--- src/rtl/ixc_skid_slice.sv ---
// ixc_skid_slice
// Registered valid/ready pipeline slice with a two-entry skid buffer. It
// breaks the combinational ready path between producer logic and the
// per-bit assign stage while keeping one transfer per cycle.
//
// Ports:
//   clk      - sole clock, rising edge
//   rst_n    - asynchronous, active-low reset
//   R        - upstream data (WIDTH bits)
//   r_valid  - upstream data valid
//   r_ready  - slice can accept (registered)
//   L        - downstream data (registered, from main register M)
//   l_valid  - L holds a valid word (registered)
//   l_ready  - downstream accepts
//   occ      - number of words held, 0..2 (registered, equals FSM state)
//
// Handshake: a transfer happens on a rising clk edge where valid and ready
// are both high. The upstream side may drop r_valid without a transfer; the
// slice never samples R unless r_valid & r_ready. Once l_valid is high, L
// and l_valid hold until a downstream transfer. l_ready with l_valid low
// has no effect.

module ixc_skid_slice #(
    parameter int WIDTH = 4
) (
    input  logic             clk,
    input  logic             rst_n,
    input  logic [WIDTH-1:0] R,
    input  logic             r_valid,
    output logic             r_ready,
    output logic [WIDTH-1:0] L,
    output logic             l_valid,
    input  logic             l_ready,
    output logic [1:0]       occ
);

    typedef enum logic [1:0] {
        EMPTY = 2'd0,
        ONE   = 2'd1,
        TWO   = 2'd2
    } state_t;

    state_t           state;
    state_t           next_state;
    logic [WIDTH-1:0] m_q;
    logic [WIDTH-1:0] s_q;
    logic             r_ready_q;
    logic             l_valid_q;

    logic             in_xfer;
    logic             out_xfer;
    logic             load_m_from_r;
    logic             load_m_from_s;
    logic             load_s;

    assign in_xfer  = r_valid & r_ready_q;
    assign out_xfer = l_valid_q & l_ready;

    always_comb begin
        next_state    = state;
        load_m_from_r = 1'b0;
        load_m_from_s = 1'b0;
        load_s        = 1'b0;
        case (state)
            EMPTY: begin
                if (in_xfer) begin
                    next_state    = ONE;
                    load_m_from_r = 1'b1;
                end
            end
            ONE: begin
                if (in_xfer && out_xfer) begin
                    load_m_from_r = 1'b1;
                end else if (in_xfer) begin
                    // M is stalled: park the new word behind it.
                    next_state = TWO;
                    load_s     = 1'b1;
                end else if (out_xfer) begin
                    next_state = EMPTY;
                end
            end
            TWO: begin
                // r_ready is low here, so no upstream transfer can coincide.
                if (out_xfer) begin
                    next_state    = ONE;
                    load_m_from_s = 1'b1;
                end
            end
            default: begin
                next_state = EMPTY;
            end
        endcase
    end

    always_ff @(posedge clk or negedge rst_n) begin
        if (!rst_n) begin
            state     <= EMPTY;
            m_q       <= '0;
            s_q       <= '0;
            r_ready_q <= 1'b0;
            l_valid_q <= 1'b0;
        end else begin
            state     <= next_state;
            // Both flags come from next state so they are true flop outputs.
            r_ready_q <= (next_state != TWO);
            l_valid_q <= (next_state != EMPTY);
            if (load_m_from_r) begin
                m_q <= R;
            end else if (load_m_from_s) begin
                m_q <= s_q;
            end
            if (load_s) begin
                s_q <= R;
            end
        end
    end

    assign L       = m_q;
    assign l_valid = l_valid_q;
    assign r_ready = r_ready_q;
    assign occ     = state;

endmodule
--- config.mk ---
export PLATFORM = sky130hd
export DESIGN_NAME = ixc_skid_slice
export DESIGN_NICKNAME = d
export VERILOG_FILES = /design/src/rtl/ixc_skid_slice.sv
export SDC_FILE = /design/constraint.sdc
export NUM_CORES = 1
export LEC_CHECK = 0
export CAP_MARGIN = 30
export CORE_MARGIN = 3
export CORE_UTILIZATION = 35
export DETAILED_ROUTE_END_ITERATION = 8
export PLACE_DENSITY = 0.68
export SLEW_MARGIN = 30
export SYNTH_ARGS = -nofsm -noshare
export SYNTH_HDL_FRONTEND = slang
export SYNTH_SLANG_ARGS = --single-unit
--- constraint.sdc ---
create_clock -name clk -period 1.25 [get_ports clk]
set_input_delay 0.1875 -clock clk [delete_from_list [all_inputs] [get_ports clk]]
set_output_delay 0.1875 -clock clk [all_outputs]
set_load 0.02 [all_outputs]
* After elaboration in Yosys (flattened, before gate mapping) *
Cells that the tools add are included.
W data, S select, Z words.

cells by class
  muxes and demuxes = 15
  reductions and logical operators = 4
  bitwise operators = 2
  equality and inequality tests = 3

operators with widths
  kind                  count
  $mux W2               5
  $mux W4               2
  $mux W1               6
  $pmux W2 S3           1
  $reduce_bool A2 Y1    2
  $and A1 B1 Y1         2
  $eq A2 B1 Y1 const B  1
  $eq A2 B2 Y1 const B  1
  $logic_not A2 Y1      1
  $ne A2 B2 Y1 const B  1
  $pmux W1 S2           1
  $logic_and A1 B1 Y1   1

word-level totals
  input port bits = 8
  register bits after elaboration = 12
  output and inout bits = 8
  logic and storage cells = 29

* Longest topological paths before layout *
Gate-level depths: netlist of run 1.

  depth in word-level cells = 6
  depth in mapped cells = 3
  gate-level depth less buffers = 3

* Worst setup path after synthesis of run 1 *
OpenSTA, ideal clock, no wires.

  path type = reg-to-reg
  from = register state[1], in the netlist occ[1]
  to = register s_q[0]
  arrival = 1267 ps
  library setup time = 125 ps
  stages on the path, launching flop included = 4
  setup slack = -142 ps
  required time = 1125 ps
  path through = dfrtp_1 and3b_4 nand3_4 mux2_4

on the way
  longest elaborated chain between the ends = 2

ends and longest elaborated chain
  item                    line  text
  from (decl)             43    state_t state;
  from (signal assigned)  103   state <= next_state;
  $eq A2 B1 Y1            64    case (state)
  $mux W1                 64
  to (signal assigned)    99    s_q <= '0;
  to (signal assigned)    113   s_q <= R;
  to (decl)               46    logic [WIDTH-1:0] s_q;

No other way between the ends.
A chain may end at the register's enable or synchronous reset.

* Final worst setup path of run 1 *
Same ends and word-level chain as after synthesis.

==> results of run 1 <==
-- registers in the layout, summed over array words and instances (netlist names) --
| signal | count |
|---|---|
| occ | 2 |
| l_valid | 1 |
| r_ready | 1 |
| L | 4 |
| s_q | 4 |
-- final cells by class --
cell class	count	area [µm²]	area share (%)
clock buffer	4	26.3	3.19
multi-input combinational	31	284	34.5
sequential	12	303	36.8
tap	16	20.0	2.43
timing repair buffer	22	190	23.1
-- cell families after synthesis --
logic type,Yosys count
and+or+nand+nor,17
DFF,12
AOI/OAI and AO/OA,9
muxes,5
-- synthesized netlist by cell type --
library cell / count / share of area [%]
nor2b_1: 1 / 1.1
and3b_4: 1 / 2.2
nand2_1: 4 / 2.6
and4b_1: 1 / 1.7
a211oi_2: 1 / 2.2
and2_1: 6 / 6.5
nand3_4: 1 / 3.0
mux2_2: 1 / 2.0
and2_4: 1 / 1.5
a21oi_1: 1 / 0.87
and4bb_1: 1 / 2.2
o21ai_1: 2 / 1.7
or2_1: 1 / 1.1
a21bo_2: 1 / 1.7
mux2_4: 4 / 10
dfrtp_1: 12 / 52
a221o_1: 4 / 7.0
-- worst paths after layout --
path / startpoint / to
setup / recovery: occ[1] / s_q[0]
hold / removal: rst_n / r_ready
setup reg to reg: occ[1] / s_q[0]
hold reg to reg: s_q[3] / s_q[3]
max in group asynchronous: rst_n / L[1]
min in group clk: s_q[3] / s_q[3]
-- through the flow --
step | util (%) | setup slack [ns]
final | 54.0 | -0.0873
after global routing | 54.0 | -0.132
after CTS | 54.3 | -0.0883
after detailed placement | 52.5 | -0.291
after global placement | 52.5 | -0.275
after floorplan | - | -0.0998
-- metal layers --
metal	global-route usage, %	up-vias	routed length [µm]
met2	17.0	13	484
met5	0	-	0
met3	6.64	0	97
li1	-	212	-
met4	1.70	0	0
met1	17.1	208	535
-- timing repair --
item,4_1_cts,5_1_grt
endpoints found under the setup margin,17,11
pin swaps,3,3
gates resized for setup,11,2
-- where the power goes --
group	switching, mW	internal [mW]
clock	0.119	0.124
combinational	0.464	0.578
sequential	0.132	0.586
total	0.715	1.29
-- worst reg2reg max path: stages, from the launching register on --
cell     delay [ns]
dfrtp_2        0.43
and3b_4        0.35
nand3_4        0.13
mux2_4         0.31
==> results.cfg, run 1 <==
[synthesis]
seq_area_frac_synth_pct = 52.2
syn_area_um2 = 576
syn_nets = 51
synth.avg_cell_area_um2 = 13.4
yosys_warnings = 0
synthSimpleGateAreaFrac_pct = 22.0
ys_seq_elements = 12
synth_top_family_by_area = simple AND/OR/NAND/NOR gates
synthCells = 43
synth_compound_area_share_pct = 13.5
synthAdderAreaFrac_pct = 0
synth-xor-area-share_pct = 0
synth_cell_type_count = 17
synthMuxAreaShare_pct = 12.4

[status]
outcome = finished with violations
failed_checks = negative setup slack

[clock_network]
post_cts_buffers = 0
cts_tree = yes
clk_pin_slew_ns = 0.07
htree_levels = 1
clock_sinks = 12
cts_made_buffers = 3
clk_latency_ns = 0.27
ctsHoldBuffers = 0
clockBufferDepth = 2
root_buffer = clkbuf_4

[placement]
globalplace.congestion = 0.791
dpl.hpwl_um = 867
dpl_cell_area_um2 = 801
port_buffers = 15
dp_cells = 81

[floorplanning]
chipWidth_um = 46.6
io-pin-count = 16
start_util_pct = 37.8
die_y_um = 46.6
dieArea_um2 = 2170
rows = 14
core_um2 = 1520

[worst_hold_path]
hold_class = input pin to asynchronous set/reset pin

[detailed_routing]
wl_per_cell_um = 13.1
firstDrtPassIters = 4
routed_wl_um = 1120
via_count = 433
ant_nets = 0
avgViaCountPerCell = 5.09
dr.first_iter.drc_count = 7
post-route-drc-count = 0

[sta]
finalCritPeriodShare_pct = 107
final_max_slew_viol_count = 0
fin_ws_ns = -0.0873
setup_viol = 9
setup_tns_ns = -0.570
worst_pin_slew_ns = 0.234
fmax_mhz = 748
rsz0062_at_grt = yes
slew_headroom_pct = 84.3
fin_crit_ns = 1.34
hold_viol = 0
hold_ws_ns = 0.133
skew_ns = 0.00568

[worst_setup_path]
cp_slowest_cell = dfrtp_2
path_buf_inv = 0
path_class = flop to flop
ff2ff_setup_slack_ns = -0.09
path_depth = 3
path_cells = and3b_4, nand3_4, mux2_4
cpLargestDelayFamily = simple AND/OR/NAND/NOR gates
crit_fanout = 5
cp.arrival_ns = 1.49
end_kind = flop
crit_path_start_kind = flop
max_stage_delay_ns = 0.43
cp_data_required_time_ns = 1.40
reg2regPathDepth = 3

[global_route]
grt_usage_pct = 12.3
grt_pass1_wl_um = 1830
antenna_found_initial = 0
grt_pass1_vias = 385
gr-total-overflow = 0
grt_start_max_net_pins = 9

[power_and_ir_drop]
leakagePower_nw = 0.384
fin_total_pwr_mw = 2.00
powerDensity_nw_per_um2 = 2430
ir_worst_vdd_v = 0.00115

[finish]
fin_cells = 85
n_antenna_cell = 0
areaGrowthSynthToFinish_pct = 43.0
fin_nets = 78
fillers = 135
final_common_cell = dfrtp_1
final_cell_area_um2 = 823
drive_gt1_share_pct = 34.8
mostFrequentLayoutCells = dfrtp_1 (10), clkdlybuf4s50_1 (7), buf_4 (7), and2_1 (6), dlygate4sd2_1 (6)

[flow_run]
max_cap_viol_count = 0
No activity file was read; power rests on OpenSTA's default activity.
==> run 2: changes to the inputs <==
--- a/config.mk
+++ b/config.mk
@@ -7,9 +7,9 @@
 export LEC_CHECK = 0
 export CAP_MARGIN = 30
 export CORE_MARGIN = 3
-export CORE_UTILIZATION = 35
+export CORE_UTILIZATION = 40
 export DETAILED_ROUTE_END_ITERATION = 8
-export PLACE_DENSITY = 0.68
+export PLACE_DENSITY = 0.75
 export SLEW_MARGIN = 30
 export SYNTH_ARGS = -nofsm -noshare
 export SYNTH_HDL_FRONTEND = slang
==> run 2 against run 1 <==
- the run still ends with negative setup slack left
- design area rose by 1.8%
- clock power rose by 2%
- core utilization rose by 9.6 points
- register-to-register slack barely moved
==> results.cfg, run 2 (synthesis results as in run 1) <==
[clock_network]
ctsHoldBuffers = 0
htree_levels = 1
clockBufferDepth = 2
clk_latency_ns = 0.27
cts_tree = yes
root_buffer = clkbuf_4
cts_made_buffers = 3
clk_pin_slew_ns = 0.08
clock_sinks = 12

[sta]
finalCritPeriodShare_pct = 108
setup_viol = 9
worst_pin_slew_ns = 0.239
fmax_mhz = 740
hold_ws_ns = 0.198
fin_ws_ns = -0.101
setup_tns_ns = -0.668
rsz0062_at_grt = yes
skew_ns = 0.0101
fin_crit_ns = 1.35
slew_headroom_pct = 84.0
hold_viol = 0
final_max_slew_viol_count = 0

[floorplanning]
rows = 13
start_util_pct = 43.7
dieArea_um2 = 1930
io-pin-count = 16
chipWidth_um = 43.9
core_um2 = 1320
die_y_um = 43.9

[flow_run]
max_cap_viol_count = 0

[worst_setup_path]
path_class = flop to flop
end_kind = flop
crit_fanout = 5
crit_path_start_kind = flop
ff2ff_setup_slack_ns = -0.10
cp_data_required_time_ns = 1.40
cp.arrival_ns = 1.50

[detailed_routing]
via_count = 416
dr.first_iter.drc_count = 2
ant_nets = 0
avgViaCountPerCell = 4.95
wl_per_cell_um = 14.9
post-route-drc-count = 0
routed_wl_um = 1250
firstDrtPassIters = 4

[global_route]
antenna_found_initial = 0
grt_usage_pct = 14.7
grt_pass1_wl_um = 1970
grt_pass1_vias = 461
grt_start_max_net_pins = 13
gr-total-overflow = 0

[status]
failed_checks = negative setup slack
outcome = finished with violations

[finish]
final_cell_area_um2 = 838
fin_cells = 84
n_antenna_cell = 0
areaGrowthSynthToFinish_pct = 45.7
mostFrequentLayoutCells = dfrtp_1 (10), clkdlybuf4s50_1 (7), buf_4 (7)
fin_nets = 78
final_common_cell = dfrtp_1
drive_gt1_share_pct = 39.1

[placement]
dp_cells = 78
globalplace.congestion = 0.782
port_buffers = 15
dpl_cell_area_um2 = 785

[power_and_ir_drop]
fin_total_pwr_mw = 2.10
ir_worst_vdd_v = 0.00152
leakagePower_nw = 0.395
powerDensity_nw_per_um2 = 2500

[worst_hold_path]
hold_class = input pin to asynchronous set/reset pin
==> run 2: cell types whose count changed in the layout (fill, tap and decap cells not counted), sizes merged <==
cell           change
buf                +1
clkbuf             -1
clkdlybuf4s15      +2
dlygate4sd2        -2
==> run 2: timing repair <==
action / in CTS / in global routing
endpoints found under the setup margin: 17 / 11
gates resized for setup: 13 / 5
pin swaps: 1 / 5
setup buffers: 1 / 1
==> run 2: worst max-delay path, cell delays in order, from the launching register on <==
cell and delay [ns]:
dfrtp_2 0.42, buf_4 0.13, and4b_2 0.24, and2_1 0.17
a221o_1 0.25
==> run 2: path summary, 6_finish.rpt <==
kind,from,endpoint,cells after the start
setup / recovery,occ[1],L[3],4
hold / removal,rst_n,L[1],2
setup reg to reg,occ[1],L[3],4
hold reg to reg,s_q[1],s_q[1],1
max in group asynchronous,rst_n,occ[1],2
min in group clk,s_q[1],s_q[1],1
==> run 2: cell type report <==
type | instances | area [µm²]
tap | 15 | 18.8
clock buffer | 4 | 26.3
multi-input combinational | 31 | 292
timing repair buffer | 22 | 199
fill | 108 | 479
sequential | 12 | 303
==> run 2: per-layer routing <==
metal / vias to the layer above / part of all wire, % / GRT usage [%]
li1: 209 / - / -
met1: 195 / 46 / 18.0
met2: 8 / 48 / 22.4
met3: 4 / 3.5 / 2.90
met4: 0 / 2.7 / 10.8
met5: - / 0 / 0
==> run 2: metrics by stage <==
step           setup slack, ns  utilization (%)
2_1_floorplan          -0.0998                -
3_3_place_gp            -0.280             59.5
3_5_place_dp            -0.321             59.5
4_1_cts                -0.0898             61.9
5_1_grt                 -0.128             63.6
6_report                -0.101             63.6
==> run 2: where the power goes <==
group	internal, mW	leakage [nW]	switching (mW)
registers	0.586	0.141	0.150
logic	0.631	0.238	0.482
clock network	0.124	0.0150	0.123
total	1.34	0.395	0.755
==> run 3: changes to the inputs <==
--- a/config.mk
+++ b/config.mk
@@ -5,9 +5,10 @@
 export SDC_FILE = /design/constraint.sdc
 export NUM_CORES = 1
 export LEC_CHECK = 0
+export ABC_AREA = 1
 export CAP_MARGIN = 30
 export CORE_MARGIN = 3
-export CORE_UTILIZATION = 40
+export CORE_UTILIZATION = 39
 export DETAILED_ROUTE_END_ITERATION = 8
 export PLACE_DENSITY = 0.75
 export SLEW_MARGIN = 30
==> constraint.sdc (replaced) <==
create_clock -name clk -period 1.25 [get_ports clk]
set_input_delay 0.1875 -clock clk [delete_from_list [all_inputs] [get_ports clk]]
set_output_delay 0.1875 -clock clk [all_outputs]
set_load 0.05 [all_outputs]
==> run 3 against run 2 <==
- the flow now finishes without violations
- cell count rose by 14%
- first-iteration DRC count rose to 4.5 times the previous value
- design area rose by 0.90%
- worst hold slack improved by 0.0083 ns
- worst setup slack improved by 0.23 ns
- fmax rose by 21%
- non-clock buffer count fell by 4
- global-route usage fell by 1.4 points
- synthesized area fell by 5.9%
- largest cell class unchanged
- highest routed layer unchanged
==> results.cfg, run 3 <==
[status]
outcome = finished clean

[finish]
mostFrequentLayoutCells = nand2_1 (13), nand3_1 (13), dfrtp_1 (8), inv_1 (8), buf_12 (8)
drive_gt1_share_pct = 34.1
n_antenna_cell = 0
final_cell_area_um2 = 846
fillers = 94
fin_util_pct = 70.4
areaGrowthSynthToFinish_pct = 56.1
fin_nets = 91
fin_cells = 96

[worst_setup_path]
end_kind = primary output
cp_slowest_cell = dfrtp_2
max_stage_delay_ns = 0.49
path_class = flop to primary output
cp_data_required_time_ns = 1.06
cpLargestDelayFamily = flip-flops
crit_fanout = 6
path_cells = buf_12
path_buf_inv = 1
crit_path_start_kind = flop
cp.arrival_ns = 0.93

[detailed_routing]
dr.first_iter.drc_count = 9
via_count = 452
avgViaCountPerCell = 4.71
wl_per_cell_um = 11.1
post-route-drc-count = 0
firstDrtPassIters = 4
ant_nets = 0
routed_wl_um = 1060

[placement]
dpl.hpwl_um = 872
dp_cells = 92
dpl_cell_area_um2 = 817
globalplace.congestion = 0.812
port_buffers = 15
place_ws_ns = -0.0833

[synthesis]
synth_ff_type = dfrtp_1
yosysTopAreaCell = dfrtp_1
synth_top_area_share_pct = 55.4
ys_seq_elements = 12
synth_cell_type_count = 11
ys_top_cells_by_count = nand2_1 (14), nand3_1 (13), dfrtp_1 (12)
synth-edff-count = 0
yosys-top-cells-area = dfrtp_1 (55%), nand3_1 (12%), nand2_1 (9.7%), inv_1 (5.5%), nand2_2 (4.6%)
syn_area_um2 = 542
synthCells = 60
synth.avg_cell_area_um2 = 9.03
seq_area_frac_synth_pct = 55.4
yosys_warnings = 0
synthArstFlopShare_pct = 100
syn_nets = 68
post-synth-top-count-cell = nand2_1

[power_and_ir_drop]
ir_worst_vdd_v = 0.00156
leakagePower_nw = 0.413
powerDensity_nw_per_um2 = 2930
fin_total_pwr_mw = 2.48

[flow_run]
max_cap_viol_count = 0

[global_route]
grt_pass1_vias = 440
gr-total-overflow = 0
grt_pass1_wl_um = 1830
antenna_found_initial = 0
grt_start_max_net_pins = 13
grt_usage_pct = 13.3

[sta]
worst_pin_slew_ns = 0.195
finalCritPeriodShare_pct = 89.4
skew_ns = 0.00923
rsz0062_at_grt = no
fin_ws_ns = 0.133
fin_crit_ns = 1.12
hold_ws_ns = 0.206
hold_viol = 0
final_max_slew_viol_count = 0
slew_headroom_pct = 87.0
setup_viol = 0
fmax_mhz = 895
setup_tns_ns = 0

[clock_network]
ctsHoldBuffers = 0
clock_sinks = 12
cts_tree = yes
cts_made_buffers = 3
clk_latency_ns = 0.27
root_buffer = clkbuf_4
htree_levels = 1
clk_pin_slew_ns = 0.07
clockBufferDepth = 2

[floorplanning]
core_um2 = 1200
chipWidth_um = 43.3
die_y_um = 43.3
io-pin-count = 16
dieArea_um2 = 1870
start_util_pct = 45.1
rows = 12

[worst_hold_path]
hold_class = input pin to asynchronous set/reset pin
[run 3: changes by cell type after synthesis, sizes merged, moves of 2 or more]
cell / delta
nand2: +14
mux2: -5
inv: +9
and2: -7
a221o: -4
nor2: +2
nand3: +14
o21ai: +2
[run 3: per-layer routing]
layer | routed length [µm] | vias to the layer above | share of wire, % | GRT usage, %
met1 | 493 | 197 | 46 | 17.3
met3 | 66 | 4 | 6.2 | 6.36
met2 | 483 | 12 | 45 | 17.4
met4 | 21 | 0 | 2.0 | 7.83
li1 | - | 239 | - | -
met5 | 0 | - | 0 | 0
[run 3: repair_timing]
action / 4_1_cts / 5_1_grt
endpoints found under the setup margin: 0 / 2
buffers inserted: 0 / 0
resized for setup: 0 / 1
[run 3: cells by family (layout without fill, tap and decap cells)]
family / Yosys count / in the layout / share of synthesized area (%)
AOI/OAI and AO/OA: 4 / 4 / 3.70
and+or+nand+nor: 35 / 35 / 34.6
buffers and inverters: 9 / 31 / 6.24
DFF: 12 / 12 / 55.4
[run 3: final timing paths]
kind | slack (ns) | start | end | depth (start not counted)
worst max register to register | 0.16 | l_valid | l_valid | 6
worst min-delay path | 0.21 | rst_n | occ[0] | 2
worst max-delay path | 0.13 | occ[0] | occ[0] | 1
min in group clk | 0.49 | s_q[2] | s_q[2] | 2
worst min register to register | 0.49 | s_q[2] | s_q[2] | 2
max in group asynchronous | 0.88 | rst_n | l_valid | 2
[run 3: worst register-to-register path: stages (launching register included)]
cell	delay [ns]
dfrtp_2	0.43
nand2_2	0.14
inv_1	0.07
nand2_2	0.13
nand3_2	0.09
nand2_1	0.08
nand2_1	0.05
[run 3: area by class of cell]
cell class,instances,area (µm²),area share [%]
flip-flops and latches,12,305,36.1
inverters,9,33.8,3.99
well taps,14,17.5,2.07
repair buffers,18,253,29.9
multi-input cells,39,210,24.9
clock buffers,4,26.3,3.11
[run 3: power by group]
group	switching, mW	internal, mW
registers	0.210	0.586
clock network	0.116	0.123
logic	0.778	0.666
total	1.10	1.38
